**config.mk**
```make
export PLATFORM = sky130hd
export DESIGN_NAME = multu_seq_ctrl
export DESIGN_NICKNAME = d
export VERILOG_FILES = /design/src/rtl/multu_seq_ctrl_pkg.sv /design/src/rtl/multu_seq_ctrl_hilo_reg.sv /design/src/rtl/multu_seq_ctrl.sv
export SDC_FILE = /design/constraint.sdc
export NUM_CORES = 1
export LEC_CHECK = 0
export CORE_UTILIZATION = 34
export CTS_BUF_LIST = sky130_fd_sc_hd__clkbuf_4
export DETAILED_ROUTE_END_ITERATION = 8
export PLACE_DENSITY_LB_ADDON = 0.2
export SYNTH_ARGS = -nofsm -noshare
export SYNTH_HDL_FRONTEND = slang
export SYNTH_SLANG_ARGS = --single-unit
export TNS_END_PERCENT = 20
```
**constraint.sdc**
```tcl
create_clock -name clk -period 8.67 [get_ports clk]
set_input_delay 2.601 -clock clk [delete_from_list [all_inputs] [get_ports clk]]
set_output_delay 2.601 -clock clk [all_outputs]
set_load 0.02 [all_outputs]
```
**src/rtl/multu_seq_ctrl_pkg.sv**
```systemverilog
// Shared function codes and sequencer state encoding for the multiply
// sequencer and its HI/LO register file.
package alu_pkg;

  localparam logic [5:0] IDLE_CODE = 6'b000000;
  localparam logic [5:0] MULTU     = 6'b011001;
  localparam logic [5:0] OUT_CODE  = 6'b111111;
  localparam logic [5:0] MFHI      = 6'b010000;
  localparam logic [5:0] MFLO      = 6'b010010;

  typedef enum logic [2:0] {
    ST_IDLE = 3'd0,
    ST_CLR  = 3'd1,
    ST_RUN  = 3'd2,
    ST_OUT  = 3'd3,
    ST_CAP  = 3'd4
  } mulseq_state_t;

endpackage

```
**src/rtl/multu_seq_ctrl_hilo_reg.sv**
```systemverilog
// Architectural HI/LO registers: loaded from the multiplier product,
// cleared by reset, read combinationally through MFHI/MFLO.
module hilo_reg
  import alu_pkg::*;
#(
  parameter int WIDTH = 32
) (
  input  logic               clk,
  input  logic               reset,
  input  logic               i_load,
  input  logic [2*WIDTH-1:0] i_product,
  input  logic [5:0]         i_rd_sel,
  output logic [WIDTH-1:0]   o_rd_data
);

  logic [WIDTH-1:0] r_hi;
  logic [WIDTH-1:0] r_lo;

  always_ff @(posedge clk or posedge reset) begin
    if (reset) begin
      r_hi <= '0;
      r_lo <= '0;
    end else if (i_load) begin
      r_hi <= i_product[2*WIDTH-1:WIDTH];
      r_lo <= i_product[WIDTH-1:0];
    end
  end

  always_comb begin
    o_rd_data = '0;
    case (i_rd_sel)
      MFHI:    o_rd_data = r_hi;
      MFLO:    o_rd_data = r_lo;
      default: o_rd_data = '0;
    endcase
  end

endmodule

```
**src/rtl/multu_seq_ctrl.sv**
```systemverilog
// Start/busy/done sequencer driving the shift-add unsigned multiplier
// through clear, WIDTH iterations, output load and HI/LO capture.
//
// state | meaning
// IDLE  | waiting for start; done may be high for one cycle here
// CLR   | multiplier accumulator cleared, counter zeroed
// RUN   | one MULTU iteration per cycle, counter 0..WIDTH-1
// OUT   | multiplier loads its output register
// CAP   | product captured into HI/LO on the exiting edge
module multu_seq_ctrl
  import alu_pkg::*;
#(
  parameter int WIDTH = 32,
  parameter int CNT_W = 6
) (
  input  logic               clk,
  input  logic               reset,
  input  logic               start,
  input  logic [WIDTH-1:0]   op_a,
  input  logic [WIDTH-1:0]   op_b,
  output logic               busy,
  output logic               done,
  output logic               mul_reset,
  output logic [5:0]         mul_signal,
  output logic [CNT_W-1:0]   mul_counter,
  output logic [WIDTH-1:0]   mul_a,
  output logic [WIDTH-1:0]   mul_b,
  input  logic [2*WIDTH-1:0] mul_product,
  input  logic [5:0]         rd_sel,
  output logic [WIDTH-1:0]   rd_data
);

  localparam logic [CNT_W-1:0] LP_LAST = CNT_W'(WIDTH - 1);

  mulseq_state_t    r_state;
  logic [CNT_W-1:0] r_counter;
  logic [WIDTH-1:0] r_mul_a;
  logic [WIDTH-1:0] r_mul_b;
  logic             r_done;
  logic             w_cap;

  always_ff @(posedge clk or posedge reset) begin
    if (reset) begin
      r_state   <= ST_IDLE;
      r_counter <= '0;
      r_mul_a   <= '0;
      r_mul_b   <= '0;
      r_done    <= 1'b0;
    end else begin
      r_done <= 1'b0;
      case (r_state)
        ST_IDLE: begin
          if (start) begin
            r_mul_a <= op_a;
            r_mul_b <= op_b;
            r_state <= ST_CLR;
          end
        end
        ST_CLR: begin
          r_counter <= '0;
          r_state   <= ST_RUN;
        end
        ST_RUN: begin
          if (r_counter == LP_LAST) begin
            r_counter <= '0;
            r_state   <= ST_OUT;
          end else begin
            r_counter <= r_counter + CNT_W'(1);
          end
        end
        ST_OUT: r_state <= ST_CAP;
        ST_CAP: begin
          r_done  <= 1'b1;
          r_state <= ST_IDLE;
        end
        default: r_state <= ST_IDLE;
      endcase
    end
  end

  always_comb begin
    mul_signal = IDLE_CODE;
    case (r_state)
      ST_RUN:  mul_signal = MULTU;
      ST_OUT:  mul_signal = OUT_CODE;
      default: mul_signal = IDLE_CODE;
    endcase
  end

  // External reset also clears the multiplier so an abort leaves no stale sum.
  assign mul_reset   = reset | (r_state == ST_CLR);
  assign busy        = (r_state != ST_IDLE);
  assign done        = r_done;
  assign mul_counter = r_counter;
  assign mul_a       = r_mul_a;
  assign mul_b       = r_mul_b;
  assign w_cap       = (r_state == ST_CAP);

  hilo_reg #(
    .WIDTH(WIDTH)
  ) u_hilo (
    .clk       (clk),
    .reset     (reset),
    .i_load    (w_cap),
    .i_product (mul_product),
    .i_rd_sel  (rd_sel),
    .o_rd_data (rd_data)
  );

endmodule

```
# Word level (Yosys, flattened, before mapping)

Cells that the tools add are included.

Register bits after elaboration: 138
Latch bits: 0
Bits in writable memories: 0
Bits in read-only memories: 0
Input port bits: 137
Memories: 0

$add $sub $neg: 1
Multiply operators: 0
Divide/modulo/power cells: 0
Magnitude comparators: 0
Equality and inequality tests: 9
Shift-type cells: 0
Mux-type cells: 8
Bitwise logic cells: 1
Reductions and logical operators: 5

Operators with widths:

| cell                | count |
|---|---|
| $pmux 32 s2         | 1 |
| $pmux 6 s2          | 2 |
| $eq 6x5->1 const B  | 3 |
| $pmux 3 s4          | 1 |
| $add 6x1->6 const B | 1 |
| $eq 3x2->1 const B  | 2 |
| $mux 3              | 2 |
| $mux 6              | 1 |
| $ne 2x2->1 const B  | 2 |
| $reduce_and 2->1    | 2 |
| $eq 3x1->1 const B  | 1 |
| $eq 3x3->1 const B  | 1 |
| $logic_not 3->1     | 1 |
| $reduce_bool 3->1   | 1 |
| $reduce_bool 2->1   | 1 |
| $mux 1              | 1 |
| $or 1x1->1          | 1 |

# Logic depth before layout (Yosys ltp)

Depth in word-level cells: 3
Depth in mapped cells: 5
Depth with buffers taken out: 4

# Cells and area by module

Synthesis repeated with hierarchy kept, for this count alone.

Cells, all modules: 414
Area total of the unflattened synthesis: 6392.4 um^2

By module, submodules not included:

| module         | times used | cells each | area each (um^2) | seq. area each (um^2) |
|---|---|---|---|---|
| multu_seq_ctrl | 1          | 202        | 3290.7           | 1851.8 |
| hilo_reg       | 1          | 212        | 3101.7           | 1601.5 |

# Worst setup path before layout

No wires, ideal clock.

Kind: input port to output port
Start: input port reset
End: output port mul_reset
Data arrival time: 6.167 ns
Required time: 6.069 ns
Slack: -0.098 ns
Stages: 2
Cell sequence: inv_1 -> nand2_1

Cells in the longest elaborated chain, start to end: 1

Ends and longest elaborated chain:

| element            | line                 | RTL |
|---|---|---|
| start: declaration | multu_seq_ctrl.sv:17 | `input logic reset,` |
| $or 1x1->1         | multu_seq_ctrl.sv:91 | `assign mul_reset = reset \| (r_state == ST_CLR);` |
| end: declaration   | multu_seq_ctrl.sv:23 | `output logic mul_reset,` |

No other way between the ends.

# Worst setup path after layout

Start: input port rd_sel[3]
End: output port rd_data[17]

Cells in the longest elaborated chain, start to end: 2

Ends and longest elaborated chain:

| element            | line                          | RTL |
|---|---|---|
| start: declaration | multu_seq_ctrl.sv:29          | `input logic [5:0] rd_sel,` |
| $eq 6x5->1         | multu_seq_ctrl_hilo_reg.sv:31 | `case (i_rd_sel)` |
| $pmux 32 s2 *      | multu_seq_ctrl_hilo_reg.sv:31 |  |
| end: declaration   | multu_seq_ctrl.sv:30          | `output logic [WIDTH-1:0] rd_data` |

Mark *: on every way between the ends. The rest lies on a longest branch, timed or not.

==> results.md <==
| Parameter | This run | Unit |
| --- | --- | --- |
| Share of Yosys cell area claimed by the top area cell type | 0.6039 | - |
| Number of synthesized flops with an enable pin | 0 | - |
| Net Sw Power | 0.0009245 | W |
| Wire length per cell | 16.03 | um |
| Element type at the critical path end | primary output | - |
| Most frequent cells in the layout | clkdlybuf4s50_1, dfrtp_1, mux2_2, a22o_1, clkbuf_4 | - |
| Cell count after synthesis | 381 | - |
| Total negative setup slack | 0 | ps |
| Post-CTS sizing | 0 | - |
| Netlist area before placement | 0.005718 | sq mm |
| Total length of routed wires | 13770 | um |
| Vias per Instance | 4.730 | - |
| Int Power | 0.001853 | W |
| Arrival time worst endpoint | 5240 | ps |
| Total setup violations reported at the end of the flow | 0 | - |
| Number of warning messages in the yosys log | 0 | - |
| DIE WIDTH | 131.7 | um |
| Worst clock skew | 14.49 | ps |
| Worst Path Required | 6070 | ps |
| Via Count | 4063 | - |
| Residual DRC count | 0 | - |
| Worst slew margin relative to its limit | 0.3891 | - |
| Number of buffers on the longest clock path | 2 | - |
| Cts-stage hold buffer count | 0 | - |
| Total of buffers placed on input and output ports | 247 | - |
| Nets in the synthesized netlist | 519 | - |
| Final weighted congestion in routability-driven placement | 0.8112 | - |
| Crit Path Category | in -> out | - |
| Highest clock rate | 127.6 | MHz |
| Post-CTS setup-driven buffer insertion count | 0 | - |
| Largest net degree at the start of global routing | 74 | - |
| Main combinational cell family by area after synthesis | multiplexers | - |
| Post-synth cell types | 36 | - |
| Cells taking the most area after synthesis | dfrtp_1, mux2_2, a22o_1, buf_4, mux2_1 | - |
| RSZ-0062 raised after global routing | no | - |
| Number of antenna violations at the first check in global routing | 0 | - |
| Ratio of cells with drive above 1 in the final layout | 0.2535 | - |
| Sequential share of power | 0.411 | - |
| Placed insts | 828 | - |
| Final period util | 0.9043 | - |
| Sequential fraction of the synthesis area | 0.6039 | - |
| Final instance count without filler cells | 859 | - |
| Number of buffers and inverters on the critical path | 3 | - |
| H-tree Lvls | 4 | - |
| Maximum fanout count along the critical path | 22 | - |
| CP Launch Type | primary input | - |
| Starting density of the core | 0.3460 | - |
| Area of the die | 0.01734 | sq mm |
| Cells along the critical path | clkdlybuf4s50_1 -> or4b_4 -> nor3b_4 -> buf_4 -> a22o_1 -> clkdlybuf4s50_1 | - |
| Remaining global-route overflow | 0 | - |
| Area fraction in and, or, nand and nor cells after synthesis | 0.03282 | - |
| Max stage delay on crit path | 610 | ps |
| Final count of hold timing violations | 0 | - |
| Leading register cell type out of synthesis | dfrtp_1 | - |
| Top Ports | 248 | - |
| Critical path's most frequent cell | clkdlybuf4s50_1 | - |
| Pleak | 3.540 | nW |
| Number of fillers in the final layout | 1428 | - |
| Area added between synthesis and finish | 51.38 | % |
| Fraction of met2 tracks used by global routing | 0.2684 | - |
| Nets | 765 | - |
| Worst-Skew Late Latency | 510 | ps |
| Clock slew at reported path FFs | 110 | ps |
| First-pass DRT Iterations | 4 | - |
| Synthesized flop and latch total | 138 | - |
| Power Density | 320.9 | mW/mm^2 |
| Clk network pwr share | 0.165 | - |
| Met3 demand-to-capacity share in global routing | 0.06752 | - |
| Number of placement rows | 47 | - |
| Die height | 131.7 | um |
| Proportion of synthesized flip-flops having asynchronous set or reset | 1.000 | - |
| Wire length of the first global-routing pass | 22830 | um |
| Critical Path Slowest Stage Cell | clkdlybuf4s50_1 | - |
| Worst hold-check path type | reg -> reg | - |
| CTS sink cnt | 138 | - |
| Avg Cell Area, Syn | 15.01 | sq um |
| Antenna-violating nets left | 0 | - |
| Leading cell type in the layout, fill and taps excluded | clkdlybuf4s50_1 | - |
| First DRT Iteration DRCs | 157 | - |
| Cell taking the most area after synthesis | dfrtp_1 | - |
| Pin slew with the least headroom to its limit | 916.3 | ps |
| Max-slew violation count | 0 | - |
| Overall Global Routing Usage | 0.1684 | - |
| Number of global-route vias before repair | 4353 | - |
| Number of antenna cells inserted | 0 | - |
| Root buf cell | clkbuf_4 | - |
| Clock period minus worst slack | 7840 | ps |
| Relative contribution of combinational cells to total power | 0.424 | - |
| Switching power share of the total | 0.3329 | - |
| Xor/xnor cell area share of the yosys netlist | 0.001532 | - |
| Category of cells accounting for the largest share of critical-path delay | buffers and inverters | - |
| Worst VDD drop | 0.0001719 | V |
| TritonCTS clock tree | done | - |
| Run status | finished, final reports clean | - |
| Post-synthesis compound-gate area fraction | 0.07243 | - |
| Adder and majority gate portion of the synthesized area | 0.002188 | - |
| Final HPWL DP | 9798 | um |
| GR peak layer | met2 | - |
| Core area | 0.01652 | sq mm |
| Number of max-cap violations | 0 | - |
| Multiplexer share of the synthesized area | 0.2521 | - |
| Clock buffers created by TritonCTS | 17 | - |
| Met1 track utilization from global routing | 0.2101 | - |
-- layer usage --
layer	part of all wire	vias to the layer above
met4	0.011	0
met3	0.079	13
li1	-	1883
met1	0.44	2002
met2	0.47	165
met5	0	-
-- kinds of logic (layout without fill, tap and decap cells) --
group / count (synthesis) / in the layout
muxes: 128 / 128
buffers and inverters: 32 / 290
adders and majority gates: 1 / 1
and+or+nand+nor: 29 / 29
AOI/OAI and AO/OA: 52 / 52
DFF: 138 / 138
xor gates and xnor gates: 1 / 1
-- final timing paths --
| path | depth (start not counted) | startpoint | slack (ps) | end |
|---|---|---|---|---|
| setup / recovery | 6 | rd_sel[3] | 830 | rd_data[17] |
| hold / removal | 1 | mul_a[17] | 500 | mul_a[17] |
| setup reg to reg | 4 | r_state[0] | 6370 | mul_b[10] |
| hold reg to reg | 1 | mul_a[17] | 500 | mul_a[17] |
| max in group asynchronous | 4 | reset | 4490 | mul_counter[0] |
| min in group asynchronous | 3 | reset | 2750 | u_hilo.r_lo[19] |
-- sequential cells by signal, indices dropped and copies added, names as in the netlist --
| register | flops |
|---|---|
| done | 1 |
| mul_a | 32 |
| mul_b | 32 |
| mul_counter | 6 |
| r_state | 3 |
| u_hilo.r_hi | 32 |
| u_hilo.r_lo | 32 |
-- cell usage after synthesis, types with 3 or more instances --
library cell,count
mux2_1,8
inv_1,6
nor2_1,5
nand2b_1,3
nand2_1,3
buf_2,7
clkbuf_1,3
o21ai_0,4
dfrtp_1,138
buf_4,13
a22o_1,32
nand3_1,3
buf_6,3
and2_1,4
o31ai_1,3
mux2_2,120
-- final cells by class --
class | count | area (sq um) | area share
sequential | 138 | 3453 | 0.3990
tap | 220 | 275.3 | 0.03180
clock inverter | 13 | 176.4 | 0.02038
clock buffer | 18 | 135.1 | 0.01561
timing repair buffer | 253 | 2517 | 0.2908
inverter | 6 | 26.28 | 0.003036
multi-input combinational | 211 | 2072 | 0.2394
-- power groups by stage --
stage                     Sequential, W  Clock [W]  Combinational (W)
after detailed placement        0.00116          0            0.00119
final                           0.00114   0.000459            0.00118
after global routing            0.00119   0.000511            0.00126
after floorplan                 0.00131          0           0.000510
after CTS                       0.00114   0.000482            0.00120
after global placement          0.00115          0            0.00117
-- stage by stage --
step	worst slack, ps	hold slack [ps]	total power, W	utilization	area [sq um]
floorplan	926.5	481.0	0.001817	-	5722
global placement	882.2	469.6	0.002318	0.5050	8344
detailed placement	822.9	477.5	0.002350	0.5050	8344
CTS	812.5	506.0	0.002824	0.5238	8656
global route	715.3	530.0	0.002960	0.5238	8656
finish	830.0	499.2	0.002778	0.5238	8656
Power figures use the tool's default switching activity.
==> variant, RTL diff (config.mk and constraints unchanged) <==
Change the parameter `CNT_W` from 6 to 12.
--- a/src/rtl/multu_seq_ctrl.sv
+++ b/src/rtl/multu_seq_ctrl.sv
@@ -13,3 +13,3 @@
   parameter int WIDTH = 32,
-  parameter int CNT_W = 6
+  parameter int CNT_W = 12
 ) (
Ports: changed (resized mul_counter); port bits go from 248 to 254. No check against the original RTL was run, so the function may have changed too.
==> variant against the unedited design <==
- cell area rose by 6.0%
- synthesized area rose by 7.7%
- clock skew rose by 0.0014 ns
- power rose by 8.2%
- routed wire length rose by 9.1%
- first-iteration DRC count rose by 29%
- sequential cell count rose by 6
- setup slack improved by 0.31 ns
- critical path type unchanged
- largest cell class unchanged
- highest routed layer unchanged
==> variant: results (changes against the unedited design) <==
largest net degree at the start of global routing: 77 (+4.1%)
crit-path max FO: 32 (+45%)
top post-synthesis cells by count: dfrtp_1 (144), mux2_2 (125), nor2_1 (40), mux2i_1 (32)
adder-cell share of the synthesized area: 0.203% (-0.016 points)
post-synthesis mux area share: 28.8% (+3.6 points)
Area contributors post-synth: dfrtp_1 (59%), mux2_2 (23%), mux2i_1 (5.2%), nor2_1 (2.4%), buf_4 (1.2%)
Arrival @ worst endpoint: 4.93 ns (-0.31 ns)
post-synthesis cell count: 445 (+17%)
final WL: 15,000 um (+9.1%)
Final #Nets: 828 (+8.2%)
Leak: 3.75 nW (+6.1%)
vias in the first global route: 4,722 (+8.5%)
Synth Area in Compound Gates: 2.93% (-4.3 points)
Placed Cells: 896 (+8.2%)
post-synthesis sequential area ratio: 58.5% (-1.9 points)
first-pass GRT wire length: 24,100 um (+5.4%)
number of port buffers: 253 (+2.4%)
post-synth net total: 583 (+12%)
Layout Cells excl Fill: 928 (+8.0%)
Clock Pin Slew Worst Setup and Hold Paths: 0.14 ns (+0.03 ns)
initial DRC count: 202 (+29%)
DP HPWL: 10,600 um (+8.2%)
skew final: 0.0158 ns (+0.00135 ns)
Netlist cell types: 42 (+17%)
maximum vdd drop: 0.219 mV (+27%)
fillers: 1,495 (+4.7%)
status: complete, no violations
H-tree depth: 4 (unchanged)
measured slew at the worst slew-check pin: 1.11 ns (+0.190 ns)
xor/xnor share of the synthesized area: 0.142% (-0.011 points)
variant: cell types whose count changed after synthesis, sizes merged, moves of 4 or more:
cell   change
a21oi      +8
a22o      -31
a31oi      +5
and2       -4
dfrtp      +6
mux2i     +32
nor2      +35
variant: metrics by stage:
step / hold slack [ns] / worst slack, ns / cell area (um2)
floorplan: 0.480 / 0.600 / 6160
global placement: 0.469 / 1.17 / 8820
detailed placement: 0.483 / 1.12 / 8820
CTS: 0.513 / 1.12 / 9180
global route: 0.531 / 1.00 / 9180
finish: 0.512 / 1.14 / 9180
variant: routing by layer:
layer	GRT usage (%)	up-vias	routed length, um
met4	5.37	0	195
met2	27.9	174	7200
li1	-	2067	-
met1	20.5	2124	6410
met5	0	-	0
met3	6.52	14	1220
variant: critical path, cell delays in order:
cell and delay, ns:
clkdlybuf4s50_1 0.39, nand2b_1 0.12, or4_1 0.90, nor2_1 0.27
clkdlybuf4s50_1 0.63
variant: layout make-up:
class                      instances  area, um2  share of cell area (%)
clock inverter                    15        233                    2.54
multi-input combinational        266       2360                    25.7
inverter                           5       22.5                   0.245
sequential                       144       3600                    39.3
clock buffer                      17        128                    1.39
tap                              225        282                    3.07
timing repair buffer             256       2550                    27.8
variant: worst paths after layout:
check                            from              end  slack, ns  cells past startpoint
max in group asynchronous       reset        mul_b[20]       5.21                      3
min in group asynchronous       reset  u_hilo.r_lo[22]       2.77                      3
setup reg to reg           r_state[0]        mul_b[30]       6.34                      3
hold / removal              mul_a[21]        mul_a[21]       0.51                      1
hold reg to reg             mul_a[21]        mul_a[21]       0.51                      1
setup / recovery            rd_sel[0]      rd_data[27]       1.14                      5
variant: power by group:
part	switching [mW]	total (mW)	internal [mW]
sequential	0.179	1.17	0.992
combinational	0.590	1.32	0.725
clock	0.256	0.518	0.263
